$ cat src/rtl/rosc_entropy_ctrl_if.sv
// rtl/rosc_entropy_ctrl_if.sv - entropy word handshake between collector and consumer
interface rosc_entropy_ctrl_if;
  logic [31:0] entropy_data;
  logic        entropy_valid;
  logic        entropy_ack;

  modport master (output entropy_data, output entropy_valid, input entropy_ack);
  modport slave  (input entropy_data, input entropy_valid, output entropy_ack);
endinterface

$ cat src/rtl/rosc_entropy_ctrl.sv
// rtl/rosc_entropy_ctrl.sv - ring-oscillator entropy collector with stuck-word health check
module rosc_entropy_ctrl #(
  parameter int NUM_ROSC = 16,
  parameter int OP_WIDTH = 8
) (
  input  logic                clk,
  input  logic                nreset,
  input  logic                enable,
  input  logic [OP_WIDTH-1:0] opa,
  input  logic [OP_WIDTH-1:0] opb,
  input  logic [15:0]         sample_cycles,
  input  logic                clr_err,
  input  logic [NUM_ROSC-1:0] rosc_dout,
  output logic [OP_WIDTH-1:0] rosc_in1,
  output logic [OP_WIDTH-1:0] rosc_in2,
  output logic                health_err,
  output logic [7:0]          err_cnt,
  rosc_entropy_ctrl_if.master ent
);

  typedef enum logic [1:0] {IDLE, COLLECT, FULL} state_e;

  state_e              state_q, state_d;
  logic [15:0]         cyc_q, cyc_d;
  logic [4:0]          bit_q, bit_d;
  logic [31:0]         shift_q, shift_d;
  logic [31:0]         data_q, data_d;
  logic                valid_q, valid_d;
  logic                herr_q, herr_d;
  logic [7:0]          err_cnt_q, err_cnt_d;
  logic [OP_WIDTH-1:0] in1_q, in1_d, in2_q, in2_d;
  logic [15:0]         last_cyc;
  logic [31:0]         word;

  // sample_cycles of 0 behaves like 1, so the terminal count is 0 in both cases
  assign last_cyc = (sample_cycles == 16'd0) ? 16'd0 : sample_cycles - 16'd1;
  assign word     = {shift_q[30:0], ^rosc_dout};

  always_comb begin
    state_d   = state_q;
    cyc_d     = cyc_q;
    bit_d     = bit_q;
    shift_d   = shift_q;
    data_d    = data_q;
    valid_d   = valid_q;
    herr_d    = herr_q;
    err_cnt_d = err_cnt_q;
    in1_d     = in1_q;
    in2_d     = in2_q;
    if (clr_err) begin
      herr_d    = 1'b0;
      err_cnt_d = 8'd0;
    end
    case (state_q)
      IDLE: begin
        if (enable) begin
          in1_d   = opa;
          in2_d   = opb;
          cyc_d   = 16'd0;
          bit_d   = 5'd0;
          shift_d = 32'd0;
          state_d = COLLECT;
        end
      end
      COLLECT: begin
        if (!enable) begin
          cyc_d   = 16'd0;
          bit_d   = 5'd0;
          shift_d = 32'd0;
          state_d = IDLE;
        end else if (cyc_q >= last_cyc) begin
          cyc_d   = 16'd0;
          shift_d = word;
          bit_d   = bit_q + 5'd1;
          if (bit_q == 5'd31) begin
            shift_d = 32'd0;
            if (word != 32'h0000_0000 && word != 32'hFFFF_FFFF) begin
              data_d  = word;
              valid_d = 1'b1;
              state_d = FULL;
            end else begin
              // a discard overrides a coincident clear
              herr_d    = 1'b1;
              err_cnt_d = (err_cnt_d == 8'hFF) ? 8'hFF : err_cnt_d + 8'd1;
            end
          end
        end else begin
          cyc_d = cyc_q + 16'd1;
        end
      end
      FULL: begin
        if (ent.entropy_ack) begin
          valid_d = 1'b0;
          cyc_d   = 16'd0;
          bit_d   = 5'd0;
          shift_d = 32'd0;
          state_d = enable ? COLLECT : IDLE;
        end
      end
      default: state_d = IDLE;
    endcase
  end

  always_ff @(posedge clk or negedge nreset) begin
    if (!nreset) begin
      state_q   <= IDLE;
      cyc_q     <= 16'd0;
      bit_q     <= 5'd0;
      shift_q   <= 32'd0;
      data_q    <= 32'd0;
      valid_q   <= 1'b0;
      herr_q    <= 1'b0;
      err_cnt_q <= 8'd0;
      in1_q     <= '0;
      in2_q     <= '0;
    end else begin
      state_q   <= state_d;
      cyc_q     <= cyc_d;
      bit_q     <= bit_d;
      shift_q   <= shift_d;
      data_q    <= data_d;
      valid_q   <= valid_d;
      herr_q    <= herr_d;
      err_cnt_q <= err_cnt_d;
      in1_q     <= in1_d;
      in2_q     <= in2_d;
    end
  end

  assign rosc_in1          = in1_q;
  assign rosc_in2          = in2_q;
  assign health_err        = herr_q;
  assign err_cnt           = err_cnt_q;
  assign ent.entropy_data  = data_q;
  assign ent.entropy_valid = valid_q;

endmodule
$ cat src/flat_wrapper.sv
// flat-port wrapper written by rule: the top's interface ports become plain ports
module rosc_entropy_ctrl_flat 
#(
  parameter int NUM_ROSC = 16,
  parameter int OP_WIDTH = 8
)
  (clk, nreset, enable, opa, opb, sample_cycles, clr_err, rosc_dout, rosc_in1, rosc_in2, health_err, err_cnt, ent_entropy_data, ent_entropy_valid, ent_entropy_ack);
  rosc_entropy_ctrl_if ent_i ();
  input  logic clk;
  input  logic nreset;
  input  logic enable;
  input  logic [OP_WIDTH-1:0] opa;
  input  logic [OP_WIDTH-1:0] opb;
  input  logic [15:0] sample_cycles;
  input  logic clr_err;
  input  logic [NUM_ROSC-1:0] rosc_dout;
  output logic [OP_WIDTH-1:0] rosc_in1;
  output logic [OP_WIDTH-1:0] rosc_in2;
  output logic health_err;
  output logic [7:0] err_cnt;
  output wire logic [$bits(ent_i.entropy_data)-1:0] ent_entropy_data;
  output wire logic [$bits(ent_i.entropy_valid)-1:0] ent_entropy_valid;
  input wire logic [$bits(ent_i.entropy_ack)-1:0] ent_entropy_ack;
  assign ent_entropy_data = ent_i.entropy_data;
  assign ent_entropy_valid = ent_i.entropy_valid;
  assign ent_i.entropy_ack = ent_entropy_ack;
  rosc_entropy_ctrl #(.NUM_ROSC(NUM_ROSC), .OP_WIDTH(OP_WIDTH)) u_core (.clk(clk), .nreset(nreset), .enable(enable), .opa(opa), .opb(opb), .sample_cycles(sample_cycles), .clr_err(clr_err), .rosc_dout(rosc_dout), .rosc_in1(rosc_in1), .rosc_in2(rosc_in2), .health_err(health_err), .err_cnt(err_cnt), .ent(ent_i));
endmodule
$ cat config.mk
export PLATFORM = sky130hd
export DESIGN_NAME = rosc_entropy_ctrl_flat
export DESIGN_NICKNAME = d
export VERILOG_FILES = /design/src/rtl/rosc_entropy_ctrl_if.sv /design/src/rtl/rosc_entropy_ctrl.sv /design/src/flat_wrapper.sv
export SDC_FILE = /design/constraint.sdc
export NUM_CORES = 1
export LEC_CHECK = 0
export BUFFER_PORTS_ARGS = -buffer_cell sky130_fd_sc_hd__buf_2
export CORE_MARGIN = 2
export CORE_UTILIZATION = 45
export CTS_CLUSTER_SIZE = 28
export DETAILED_ROUTE_END_ITERATION = 10
export PLACE_DENSITY = 0.67
export SLEW_MARGIN = 20
export SYNTH_ARGS = -nofsm -noshare
export SYNTH_HDL_FRONTEND = slang
export SYNTH_SLANG_ARGS = --single-unit
export TNS_END_PERCENT = 50
$ cat constraint.sdc
create_clock -name clk -period 7.45 [get_ports clk]
set_clock_uncertainty 0.15 [all_clocks]
set_input_delay 1.1175 -clock clk [delete_from_list [all_inputs] [get_ports clk]]
set_output_delay 1.1175 -clock clk [all_outputs]
set_load 0.03 [all_outputs]
# After elaboration in Yosys (flattened, before gate mapping)
# Index checks and enable logic that the tools add are counted.
word_totals:
  out_inout_bits: 58
  wordCells: 86
  register_bits: 112
op_classes:
  order_cmp: 1
  n_reduce_logical: 13
  mux: 44
  addsub: 4
  n_eq_ne: 14
ops:
  columns: ["cell", "n"]
  rows:
  - ["2-to-1 mux 31 bit", 5]
  - ["case mux 31 bit (3 select lines)", 1]
  - ["2-to-1 mux 16 bit", 5]
  - ["2-to-1 mux 8 bit", 7]
  - ["case mux 16 bit (3 select lines)", 1]
  - ["!= test 32 bit, second input constant", 1]
  - ["nonzero test 32 bit", 1]
  - ["2-to-1 mux 5 bit", 4]
  - ["adder 16 x 1 -> 16 bit, second input constant", 1]
  - [">= comparator 16 bit", 1]
  - ["zero test 16 bit", 1]
  - ["XOR reduction 16 bit", 1]
  - ["subtractor 16 x 1 -> 16 bit, second input constant", 1]
  - ["case mux 5 bit (3 select lines)", 1]
  - ["2-to-1 mux 1 bit", 12]
  - ["2-to-1 mux 2 bit", 6]
  - ["AND reduction 5 bit", 2]
  - ["!= test 3 x 2 -> 1 bit, second input constant", 3]
  - ["adder 8 x 1 -> 8 bit, second input constant", 1]
  - ["== test 8 bit, second input constant", 1]
  - ["!= test 2 x 1 -> 1 bit, second input constant", 3]
  - ["!= test 2 bit, second input constant", 3]
  - ["case mux 2 bit (3 select lines)", 1]
  - ["AND reduction 6 bit", 1]
  - ["other kinds (12)", 12]

# Logic depth before layout (Yosys ltp)
# Gate-level depths: netlist of run 1.
logic_depth:
  depth_word: 8
  depth_mapped: 17
  depth_no_buf: 15

# Worst setup path before layout of run 1
# No wires, ideal clock.
synth_timing:
  kind: "input to register"
  startpoint: "input sample_cycles[5]"
  endpoint: "register u_core.data_q[10] (netlist: u_core.ent.entropy_data[10])"
  path_buffers: 3
  slack_ns: 2.430
  stages: 16
  arrival_ns: 4.745
  setup_ns: 0.125
  required_ns: 7.175
  cell_sequence: "or4_1 or4_1 nor2_2 nand3_1 clkbuf_1 nand2_1 ha_1 a21o_1 a221oi_2 a21boi_1 a311oi_2 o311ai_2 nor2b_4 buf_6 buf_6 mux2_4"
synth_between:
  elab_chain_len: 4
  elab_cells_between_ends: 5
  classes_between: "1 x add/sub; 1 x order compare; 1 x mux; 2 x reduce/logical"
synth_rtl:
  columns: ["item", "line_no", "text"]
  rows:
  - ["start: declaration", "flat_wrapper.sv:14", "input logic [15:0] sample_cycles;"]
  - ["subtractor 16 x 1 -> 16 bit / zero test 16 bit (equally long branches)", "rosc_entropy_ctrl.sv:36", "assign last_cyc = (sample_cycles == 16'd0) ? 16'd0 : sample_cycles - 16'd1;"]
  - ["2-to-1 mux 16 bit *", "rosc_entropy_ctrl.sv:36", null]
  - [">= comparator 16 bit *", "rosc_entropy_ctrl.sv:71", "end else if (cyc_q >= last_cyc) begin"]
  - ["AND reduction 5 bit (no line) *", null, null]
  - ["end signal: assignment", "rosc_entropy_ctrl.sv:121", "data_q <= data_d;"]
  - ["end: declaration", "rosc_entropy_ctrl.sv:27", "logic [31:0] data_q, data_d;"]
# Mark *: on every way between the ends. The rest lies on a longest branch, timed or not.
# A chain may end at the register's enable or synchronous reset.

# Worst setup path after layout of run 1
layout_timing:
  startpoint: "input sample_cycles[3]"
  endpoint: "register u_core.data_q[31] (netlist: u_core.ent.entropy_data[31])"
# The elaborated chain is that of the path after synthesis.

==> results of run 1 <==
## state kept, by name, summed over array words and instances (netlist names)
register                  cells
u_core.bit_q                  5
u_core.ent.entropy_valid      1
u_core.rosc_in2               8
u_core.rosc_in1               8
u_core.shift_q               31
u_core.cyc_q                 16
u_core.ent.entropy_data      32
u_core.health_err             1
u_core.err_cnt                8
u_core.state_q                2
## through the flow
step | power [mW] | std cells | setup slack (ps)
final | 1.49 | 836 | 1720
after global placement | 0.992 | 819 | 1490
after detailed placement | 1.00 | 819 | 1350
after global routing | 1.57 | 836 | 1410
after floorplan | 0.905 | 555 | 2430
after CTS | 1.50 | 835 | 1720
## how the worst min path moves through the flow
stage                       to  slack [ps]
4_1_cts        u_core.bit_q[3]         330
3_5_place_dp   u_core.bit_q[3]         320
5_1_grt        u_core.bit_q[3]         360
3_3_place_gp   u_core.bit_q[3]         300
6_report       u_core.bit_q[3]         340
2_1_floorplan  u_core.bit_q[3]         290
## cell type report
type	count	share of cell area
Inverter	16	0.00876
Sequential cell	112	0.409
Tap cell	172	0.0314
Timing Repair Buffer	114	0.0851
Clock buffer	9	0.0329
Antenna cell	1	0.000365
Multi-Input combinational cell	405	0.418
Clock inverter	7	0.0141
## where the power goes
part	internal (mW)	switching, mW	total, mW	leakage, nW
clock	0.245	0.250	0.495	0.155
sequential	0.651	0.0302	0.681	1.52
combinational	0.107	0.202	0.309	1.63
total	1.00	0.482	1.48	3.31
## cell usage after synthesis (3+ instances only)
cell      number  area [sq um]
buf_2          5          25.0
clkbuf_1      12          45.0
a31oi_1        5          31.3
nor2_1        25          93.8
a21oi_1       10          50.1
mux2i_1        6          60.1
nand4_1       14          87.6
nor3_1         8          40.0
nor2b_1        6          37.5
ha_1          22           275
or3_1          5          31.3
nand2b_1       3          18.8
dfrtp_1      112          2800
o21ai_1        3          15.0
a22o_1         4          35.0
nor3b_1        5          37.5
inv_1         16          60.1
or4_1          4          30.0
and3_1         7          43.8
nand2_1       96           360
xor2_1        13           114
nor4_1        12          75.1
buf_6          4          45.0
o21ai_0       48           240
xnor2_1       19           166
a21o_1         6          45.0
mux2_2        16           180
mux2_1         5          56.3
or2_1          3          18.8
mux2_4        28           420
nand3_1       10          50.1
## kinds of logic after synthesis
kind of cell               Yosys count  synth area share
AOI/OAI and AO/OA                   91            0.0969
buffers and inverters               38            0.0314
DFF                                112             0.481
muxes                               55             0.123
and+or+nand+nor                    205             0.172
adders and majority gates           22            0.0473
xor gates and xnor gates            32            0.0481
## metal layers
layer / share of wire / vias up / GRT usage
met5: 0 / - / 0
li1: - / 2175 / -
met4: 0.017 / 0 / 0.0542
met3: 0.026 / 16 / 0.0315
met1: 0.45 / 2101 / 0.231
met2: 0.51 / 80 / 0.315
## worst max-delay path: stages
cell	delay, ps
buf_2	120
or4_1	560
or4_1	490
nor4_1	370
xor2_1	180
nand2_1	70
ha_1	320
and3_1	200
a221oi_2	80
a21boi_1	140
a311oi_2	470
o311ai_2	170
buf_4	210
nor2b_4	520
buf_4	430
mux2_1	360
==> run metrics, run 1 <==
outcome=complete, no violations; CTS Buffer Depth=2; CP Capture Point=u_core.ent.entropy_data[31]; fill cell count=1166; commonest cells after routing, fill and taps aside=dfrtp_1, buf_2, nand2_1; yosys warns=0; Synth Register Bits=112; Period Utilization, post-route=0.769; WHS Path Cells=1; total wire length=~12 mm; Num Clock Sinks=112; dpl hpwl=8.99 mm; placed inst area=between 6000 and 7000 sq um; largest net degree at the start of global routing=76; Slew HR=0.318; H-tree levels=3; setup slack, reg-to-reg=3800 ps; RSZ-0062 raised after global routing=false; Final ANT Viol Nets=0; PD cells=217 nW/um^2; Tot GR Track Use=0.181; Syn-to-layout area delta=17.7%; net count after synthesis=630; Yosys cell types=52; Seq/Total Area, Yosys=0.481; worst r2r src=u_core.cyc_q[11]; Initial Util=0.461; first-pass GRT wire length=approximately 21 mm; leading cell type in the layout, fill and taps excluded=dfrtp_1; WP data required=about 7500 ps; Top FF cell, synth=dfrtp_1; Fin Hold WS=337 ps; min Tclk post-route=5730 ps; drc violations=0; Multi-input gate area=between 2000 and 3000 sq um; Post-Synthesis Mean Instance Area=10.5 sq um; LEAKAGE=approximately 3.3 nW; Die W=118 um; maxcap violations=0; Syn Inst Count=555; via count=4372; post-CTS setup buffers=0; TritonCTS buffer count=9; post-synthesis cell area=5820 sq um; root buffer cell=clkbuf_16; fraction of registers with async set/reset=1.00; Clk pin slew, worst setup/hold paths=roughly 80 ps; Reg2Reg Depth=10; final setup violating endpoints=0; number of antenna violations at the first check in global routing=1; Max Fclk=174 MHz; kind of critical path=primary input to flip-flop; Max Transition Viols Final=0; Final nets=733; Core ar.=12600 sq um; Post-synth EDFFs=0; WL/cell=14.4 um; reg-to-reg endpoint=u_core.ent.entropy_data[31]; CTS tree=done; initial drt markers=178; Register Area=~2800 sq um; # rows=41; die area=13900 sq um; highest net fanout along the worst path=19; Ports=111; crit start category=primary input; die height=around 120 um; routed vias/inst=5.23; vias in the first global route=4429; global route overflow=0; Setup TNS=0 ps; CP startpoint=sample_cycles[3]; placer congestion estimate=0.799; Hold Path Class=flip-flop to flip-flop; Hold Fails Final Rpt=0; Critical Path Sink Type=flip-flop; Util after Layout=0.543; Least-Margin Pin Slew=~1000 ps; layout cells sized above 1=0.279; Buffers on Ports=110; hold_sp=u_core.bit_q[3]; DRT Pass-1 Iters=5; post_cts resized=0; Crit path arrival time=5820 ps; Max VDD drop=approximately 0.15 mV; worst-skew pair later-pin latency=360 ps; final instance area=6850 sq um; Post-CTS Hold Buffers=0
Power figures use the tool's default switching activity.
==> run 2: changes to the inputs <==
--- a/config.mk
+++ b/config.mk
@@ -5,12 +5,13 @@
 export SDC_FILE = /design/constraint.sdc
 export NUM_CORES = 1
 export LEC_CHECK = 0
+export ABC_AREA = 1
 export BUFFER_PORTS_ARGS = -buffer_cell sky130_fd_sc_hd__buf_2
 export CORE_MARGIN = 2
 export CORE_UTILIZATION = 45
 export CTS_CLUSTER_SIZE = 28
 export DETAILED_ROUTE_END_ITERATION = 10
-export PLACE_DENSITY = 0.67
+export PLACE_DENSITY = 0.69
 export SLEW_MARGIN = 20
 export SYNTH_ARGS = -nofsm -noshare
 export SYNTH_HDL_FRONTEND = slang
==> constraint.sdc (replaced) <==
create_clock -name clk -period 4.9 [get_ports clk]
set_clock_uncertainty 0.15 [all_clocks]
set_input_delay 0.735 -clock clk [delete_from_list [all_inputs] [get_ports clk]]
set_output_delay 0.735 -clock clk [all_outputs]
set_load 0.03 [all_outputs]
==> run metrics, run 2 <==
outcome=complete, no violations; Most Crowded Layer GR=met2; kind of critical path=primary input to flip-flop; net count after synthesis=857 (+36%); Post-synth EDFFs=0 (unchanged); die height=122 um (+3.9%); DRT Pass-1 Iters=4 (-1); fill cell count=1349 (+16%); LEAKAGE=3.68 nW (+11%); Hold Fails Final Rpt=0 (unchanged); cell chain of the critical path=buf_2, nor2_1, inv_1, nor4_2, nand3_1, nor3_1, xor2_1, nand2_1, ha_1, nand2_1, nor3_2, nand3_1, nand4_2, nand2_2, inv_2, buf_12, nand2_1, a21oi_1; Ports=111 (unchanged); first-pass GRT wire length=22.1 mm (+6.0%); Post-CTS Hold Buffers=0 (unchanged); CTS tree=done; Die W=122 um (+3.9%); grt met2 use=0.297 (-0.0185); top cell type by total area after synthesis=dfrtp_1; Final ANT Viol Nets=0 (unchanged); via count=5254 (+20%); Setup TNS=0 ps (unchanged); post-CTS setup buffers=0 (unchanged); worst-skew pair later-pin latency=350 ps (about the same); Post-Synthesis Mean Instance Area=8.06 sq um (-23%); highest net fanout along the worst path=65 (+46); Global Route met3 Usage=0.0423 (+0.0108); crit start category=primary input; simple-gate portion of the synthesized area=0.285 (+0.113); global route overflow=0 (unchanged); post-synth top area share=0.445 (-0.0366); max FFs per register=32 (unchanged); dpl hpwl=9.78 mm (+8.8%); Final nets=962 (+31%); post-synthesis cell area=6300 sq um (+8.2%); Core ar.=13800 sq um (+9.1%); commonest cells after routing, fill and taps aside=nand2_1, dfrtp_1, buf_2; largest family of logic cells by synthesized area=simple AND/OR/NAND/NOR gates; final setup violating endpoints=0 (unchanged); drc violations=0 (unchanged); delay-heaviest family, CP=simple AND/OR/NAND/NOR gates; post-synthesis xor/xnor area fraction=0.0278 (-0.0203); post_cts resized=0 (unchanged); H-tree levels=3 (unchanged); Yosys cell types=43 (-17%); final instance area=7270 sq um (+6.1%); PD cells=331 nW/um^2 (+53%); Num Clock Sinks=112 (unchanged); placer congestion estimate=0.851 (+6.6%); Max VDD drop=0.326 mV (+110%); die area=15000 sq um (+7.9%); leading cell type in the layout, fill and taps excluded=nand2_1; Util after Layout=0.528 (-0.0151); yosys warns=0 (unchanged); Crit path arrival time=3880 ps (-1940 ps); Period Utilization, post-route=0.764; dpl ws=765 ps (-580 ps); Adder-Cell Fraction of Synth Area=0.0437 (-0.00359); Area contributors post-synth=dfrtp_1, nand2_1, inv_1; maxcap violations=0 (unchanged); min Tclk post-route=3740 ps; Tot GR Track Use=0.184 (+0.00239); CTS Buffer Depth=2 (unchanged); initial drt markers=289 (+62%); Max Transition Viols Final=0 (unchanged); total power=2.41 mW (+62%); Syn Inst Count=782 (+41%); Post-synth top cells=nand2_1, dfrtp_1, inv_1, nor2_1, nand3_1; Clk pin slew, worst setup/hold paths=70 ps (about the same); post-synthesis mux area share=0.0286 (-0.0945); reg-to-reg endpoint=u_core.bit_q[2]; Reg2Reg Depth=10 (unchanged); most frequent cell after synthesis=nand2_1; vias in the first global route=4882 (+10%); ant diodes=0 (-1); layout cells sized above 1=0.209 (-0.0703); Setup WS post-layout=1160 ps (-563 ps); final cell count without fillers=1071 (+28%); Hold Path Class=primary input to asynchronous set/reset pin; Buf/Inv on CP=4 (+1); Synth Register Bits=112 (unchanged); placed inst area=7010 sq um (+7.5%); Initial Util=0.458 (-0.00386); biggest cell delay along the critical path=380 ps (-180 ps); Max Fclk=267 MHz; number of antenna violations at the first check in global routing=0 (-1); RSZ-0062 raised after global routing=false; total wire length=13.0 mm (+8.5%); WP data required=5030 ps (-2510 ps); most used cell, CP=nand2_1; setup slack, reg-to-reg=2440 ps (-1360 ps); slowest CP cell=nor4_2; Critical Path Sink Type=flip-flop; WL/cell=12.2 um (-15%); routed vias/inst=4.91 (-6.2%); area fraction in compound gates after synthesis=0.0907 (-0.00618); Top FF cell, synth=dfrtp_1; Seq/Total Area, Yosys=0.445 (-0.0366); met1 Use GR=0.247 (+0.0163); worst r2r src=u_core.cyc_q[8]; # rows=43 (+4.9%); Placed Instances=1056 (+29%); Slew HR=0.533 (+0.216); TritonCTS buffer count=9 (unchanged); Syn-to-layout area delta=15.4%; largest net degree at the start of global routing=67 (-12%); fraction of registers with async set/reset=1.00 (unchanged); root buffer cell=clkbuf_16; Fin Hold WS=63.5 ps (-274 ps); Buffers on Ports=110 (unchanged); Least-Margin Pin Slew=700 ps (-295 ps)
-- run 2: cell type report --
cell class | instances | area (sq um) | area share
clock buffers | 12 | 236 | 0.0325
clock inverters | 3 | 28.8 | 0.00396
inverters | 96 | 360 | 0.0496
multi-input cells | 553 | 3000 | 0.413
flip-flops and latches | 112 | 2800 | 0.385
well taps | 180 | 225 | 0.0310
repair buffers | 115 | 616 | 0.0847
-- run 2: cell families (layout without fill, tap and decap cells) --
family,after synthesis,count (layout)
AO/OA/AOI/OAI,100,100
XOR/XNOR,20,20
adder cells (fa/ha/maj),22,22
buffers and inverters,117,226
flip-flops,112,112
multiplexers,16,16
AND/OR/NAND/NOR,395,395
-- run 2: how the worst max path moves through the flow --
stage | from | endpoint | cells past startpoint
after floorplan | sample_cycles[5] | u_core.shift_q[24] | 20
after global placement | sample_cycles[5] | u_core.bit_q[2] | 18
after detailed placement | sample_cycles[5] | u_core.bit_q[2] | 18
after CTS | sample_cycles[5] | u_core.bit_q[2] | 18
after global routing | sample_cycles[5] | u_core.shift_q[30] | 18
final | sample_cycles[5] | u_core.bit_q[2] | 18
-- run 2: worst register-to-register path: stages, from the launching register on --
cell,delay [ps]
dfrtp_1,470
ha_1,330
nand4_1,110
nor3_2,140
nand3_1,120
nand4_2,170
nand2_2,140
inv_2,250
buf_12,280
nand2_1,80
a21oi_1,150
-- run 2: power breakdown --
part | leakage [nW] | switching [mW] | internal [mW]
Clock | 0.129 | 0.335 | 0.349
Sequential | 1.52 | 0.0512 | 1.01
Combinational | 2.03 | 0.453 | 0.211
-- run 2: metal layers --
metal / vias to the layer above / share of wire
li1: 2743 / -
met1: 2402 / 0.49
met2: 100 / 0.46
met3: 9 / 0.046
met4: 0 / 0.010
met5: - / 0
==> run 3: changes to the inputs <==
--- a/config.mk
+++ b/config.mk
@@ -5,13 +5,13 @@
 export SDC_FILE = /design/constraint.sdc
 export NUM_CORES = 1
 export LEC_CHECK = 0
-export ABC_AREA = 1
+export ABC_AREA = 0
 export BUFFER_PORTS_ARGS = -buffer_cell sky130_fd_sc_hd__buf_2
 export CORE_MARGIN = 2
 export CORE_UTILIZATION = 45
 export CTS_CLUSTER_SIZE = 28
 export DETAILED_ROUTE_END_ITERATION = 10
-export PLACE_DENSITY = 0.69
+export PLACE_DENSITY = 0.67
 export SLEW_MARGIN = 20
 export SYNTH_ARGS = -nofsm -noshare
 export SYNTH_HDL_FRONTEND = slang
==> constraint.sdc (replaced) <==
create_clock -name clk -period 3.6 [get_ports clk]
set_clock_uncertainty 0.15 [all_clocks]
set_input_delay 0.54 -clock clk [delete_from_list [all_inputs] [get_ports clk]]
set_output_delay 0.54 -clock clk [all_outputs]
set_load 0.03 [all_outputs]
==> run metrics, run 3 (synthesis gave the netlist of run 1 again) <==
commonest cells after routing, fill and taps aside=dfrtp_1, buf_2, nand2_1; vias in the first global route=4820 (-1.3%); root buffer cell=clkbuf_16; Max VDD drop=0.358 mV (+9.7%); Ports=111 (unchanged); Global Route met3 Usage=0.0577 (+0.0154); highest net fanout along the worst path=15 (-77%); PD cells=421 nW/um^2 (+27%); largest net degree at the start of global routing=71 (+6.0%); total wire length=14.6 mm (+12%); routed vias/inst=5.42 (+10%); drc violations=0 (unchanged); final instance area=8010 sq um (+10%); die height=118 um (-3.8%); Hold Path Class=primary input to asynchronous set/reset pin; Max Fclk=roughly 240 MHz; CTS tree=done; met1 Use GR=0.262 (+0.0145); Buffers on Ports=110 (unchanged); CP startpoint=sample_cycles[5]; via count=4881 (-7.1%); total power=3.37 mW (+40%); outcome=finished with violations; Final ANT Viol Nets=0 (unchanged); H-tree levels=3 (unchanged); max FFs per register=32 (unchanged); setup slack, reg-to-reg=800 ps (-1640 ps); WP data required=3690 ps (-1340 ps); DRT Pass-1 Iters=5 (+1); Critical Path Sink Type=flip-flop; leading cell type in the layout, fill and taps excluded=dfrtp_1; placed inst area=6930 sq um (-1.1%); ant diodes=0 (unchanged); global route overflow=0 (unchanged); dpl hpwl=9.33 mm (-4.5%); Syn-to-layout area delta=37.6%; worst r2r src=u_core.cyc_q[11]; Clk pin slew, worst setup/hold paths=70 ps (about the same); Reg2Reg Depth=9 (-1); Setup WS post-layout=-586 ps (-1740 ps); Final nets=799 (-17%); crit start category=primary input; min Tclk post-route=4190 ps; worst-skew pair later-pin latency=350 ps (about the same); Period Utilization, post-route=1.16; Slew HR=0.395 (-0.139); number of antenna violations at the first check in global routing=0 (unchanged); failing checks=negative setup slack; Core ar.=12600 sq um (-8.4%); maxcap violations=0 (unchanged); CTS Buffer Depth=2 (unchanged); reg-to-reg endpoint=u_core.ent.entropy_data[1]; Num Clock Sinks=112 (unchanged); placer congestion estimate=0.826 (-2.9%); WL/cell=16.2 um (+33%); Most Crowded Layer GR=met2; # rows=41 (-4.7%); CP Capture Point=u_core.ent.entropy_data[1]; Setup TNS=-46050 ps (-46050 ps); Crit path arrival time=4270 ps (+390 ps); layout cells sized above 1=0.429 (+0.221); Initial Util=0.461 (+0.00386); Post-CTS Hold Buffers=0 (unchanged); first-pass GRT wire length=22.8 mm (+3.0%); Util after Layout=0.635 (+0.107); Die W=118 um (-3.8%); grt met2 use=0.326 (+0.0294); Max Transition Viols Final=0 (unchanged); kind of critical path=primary input to flip-flop; Hold Fails Final Rpt=0 (unchanged); dpl ws=-1170 ps (-1930 ps); die area=13900 sq um (-7.4%); final setup violating endpoints=96 (+96); initial drt markers=263 (-9.0%); Least-Margin Pin Slew=908 ps (+208 ps); LEAKAGE=3.90 nW (+6.0%); Tot GR Track Use=0.200 (+0.0160); TritonCTS buffer count=9 (unchanged); RSZ-0062 raised after global routing=true
[run 3: cell count changes in the layout (fill, tap and decap cells not counted), sizes merged, moves of 7 or more]
cell | previous run | this run
nor4 | 5 | 14
nand2 | 211 | 96
inv | 97 | 18
xnor2 | 4 | 19
nand3 | 59 | 11
nor3 | 27 | 8
buf | 115 | 174
mux2 | 16 | 49
nor2b | 0 | 7
nor2 | 65 | 26
o21ai | 76 | 51
[run 3: how the worst min path moves through the flow]
| stage | startpoint | depth (start not counted) | to | slack (ps) |
|---|---|---|---|---|
| 3_3_place_gp | u_core.bit_q[3] | 1 | u_core.bit_q[3] | 310 |
| 2_1_floorplan | nreset | 0 | u_core.bit_q[0] | 90 |
| 5_1_grt | nreset | 1 | u_core.ent.entropy_data[10] | 230 |
| 6_report | nreset | 1 | u_core.ent.entropy_data[10] | 160 |
| 4_1_cts | nreset | 1 | u_core.ent.entropy_data[10] | 200 |
| 3_5_place_dp | u_core.bit_q[3] | 1 | u_core.bit_q[3] | 320 |
[run 3: routing by layer]
layer | up-vias | part of all wire
li1 | 2313 | -
met1 | 2390 | 0.44
met2 | 144 | 0.49
met3 | 34 | 0.054
met4 | 0 | 0.016
met5 | - | 0
[run 3: what timing repair did]
action	4_1_cts	5_1_grt
pin swaps	33	12
gates cloned	2	7
setup endpoints to repair	96	96
setup buffers	7	9
resized for setup	83	55
[run 3: worst max-delay path, stage by stage]
cell	delay, ps
buf_6	90
or4_4	530
or4_4	470
nor2_4	230
buf_6	130
nand2_4	50
xnor2_2	130
nand2_2	90
ha_4	270
and3_4	200
a221oi_4	60
a21boi_4	150
a311oi_4	350
o311ai_4	150
nor2b_4	260
buf_12	210
mux2_1	340
[run 3: through the flow]
stage	cells	hold slack, ps
floorplan	555	94.4
global placement	861	311
detailed placement	861	319
CTS	886	202
global route	901	234
finish	901	163
[run 3: final cells by class]
class | instances | area, sq um
clock buffer | 10 | 239
clock inverter | 6 | 66.3
fill | 998 | 4610
inverter | 16 | 60.1
multi-input combinational | 406 | 3300
sequential | 112 | 2800
tap | 172 | 215
timing repair buffer | 179 | 1320
[run 3: power by group]
| part | internal [mW] | switching (mW) |
|---|---|---|
| clock network | 0.563 | 0.463 |
| logic | 0.391 | 0.540 |
| registers | 1.35 | 0.0681 |
| total | 2.30 | 1.07 |
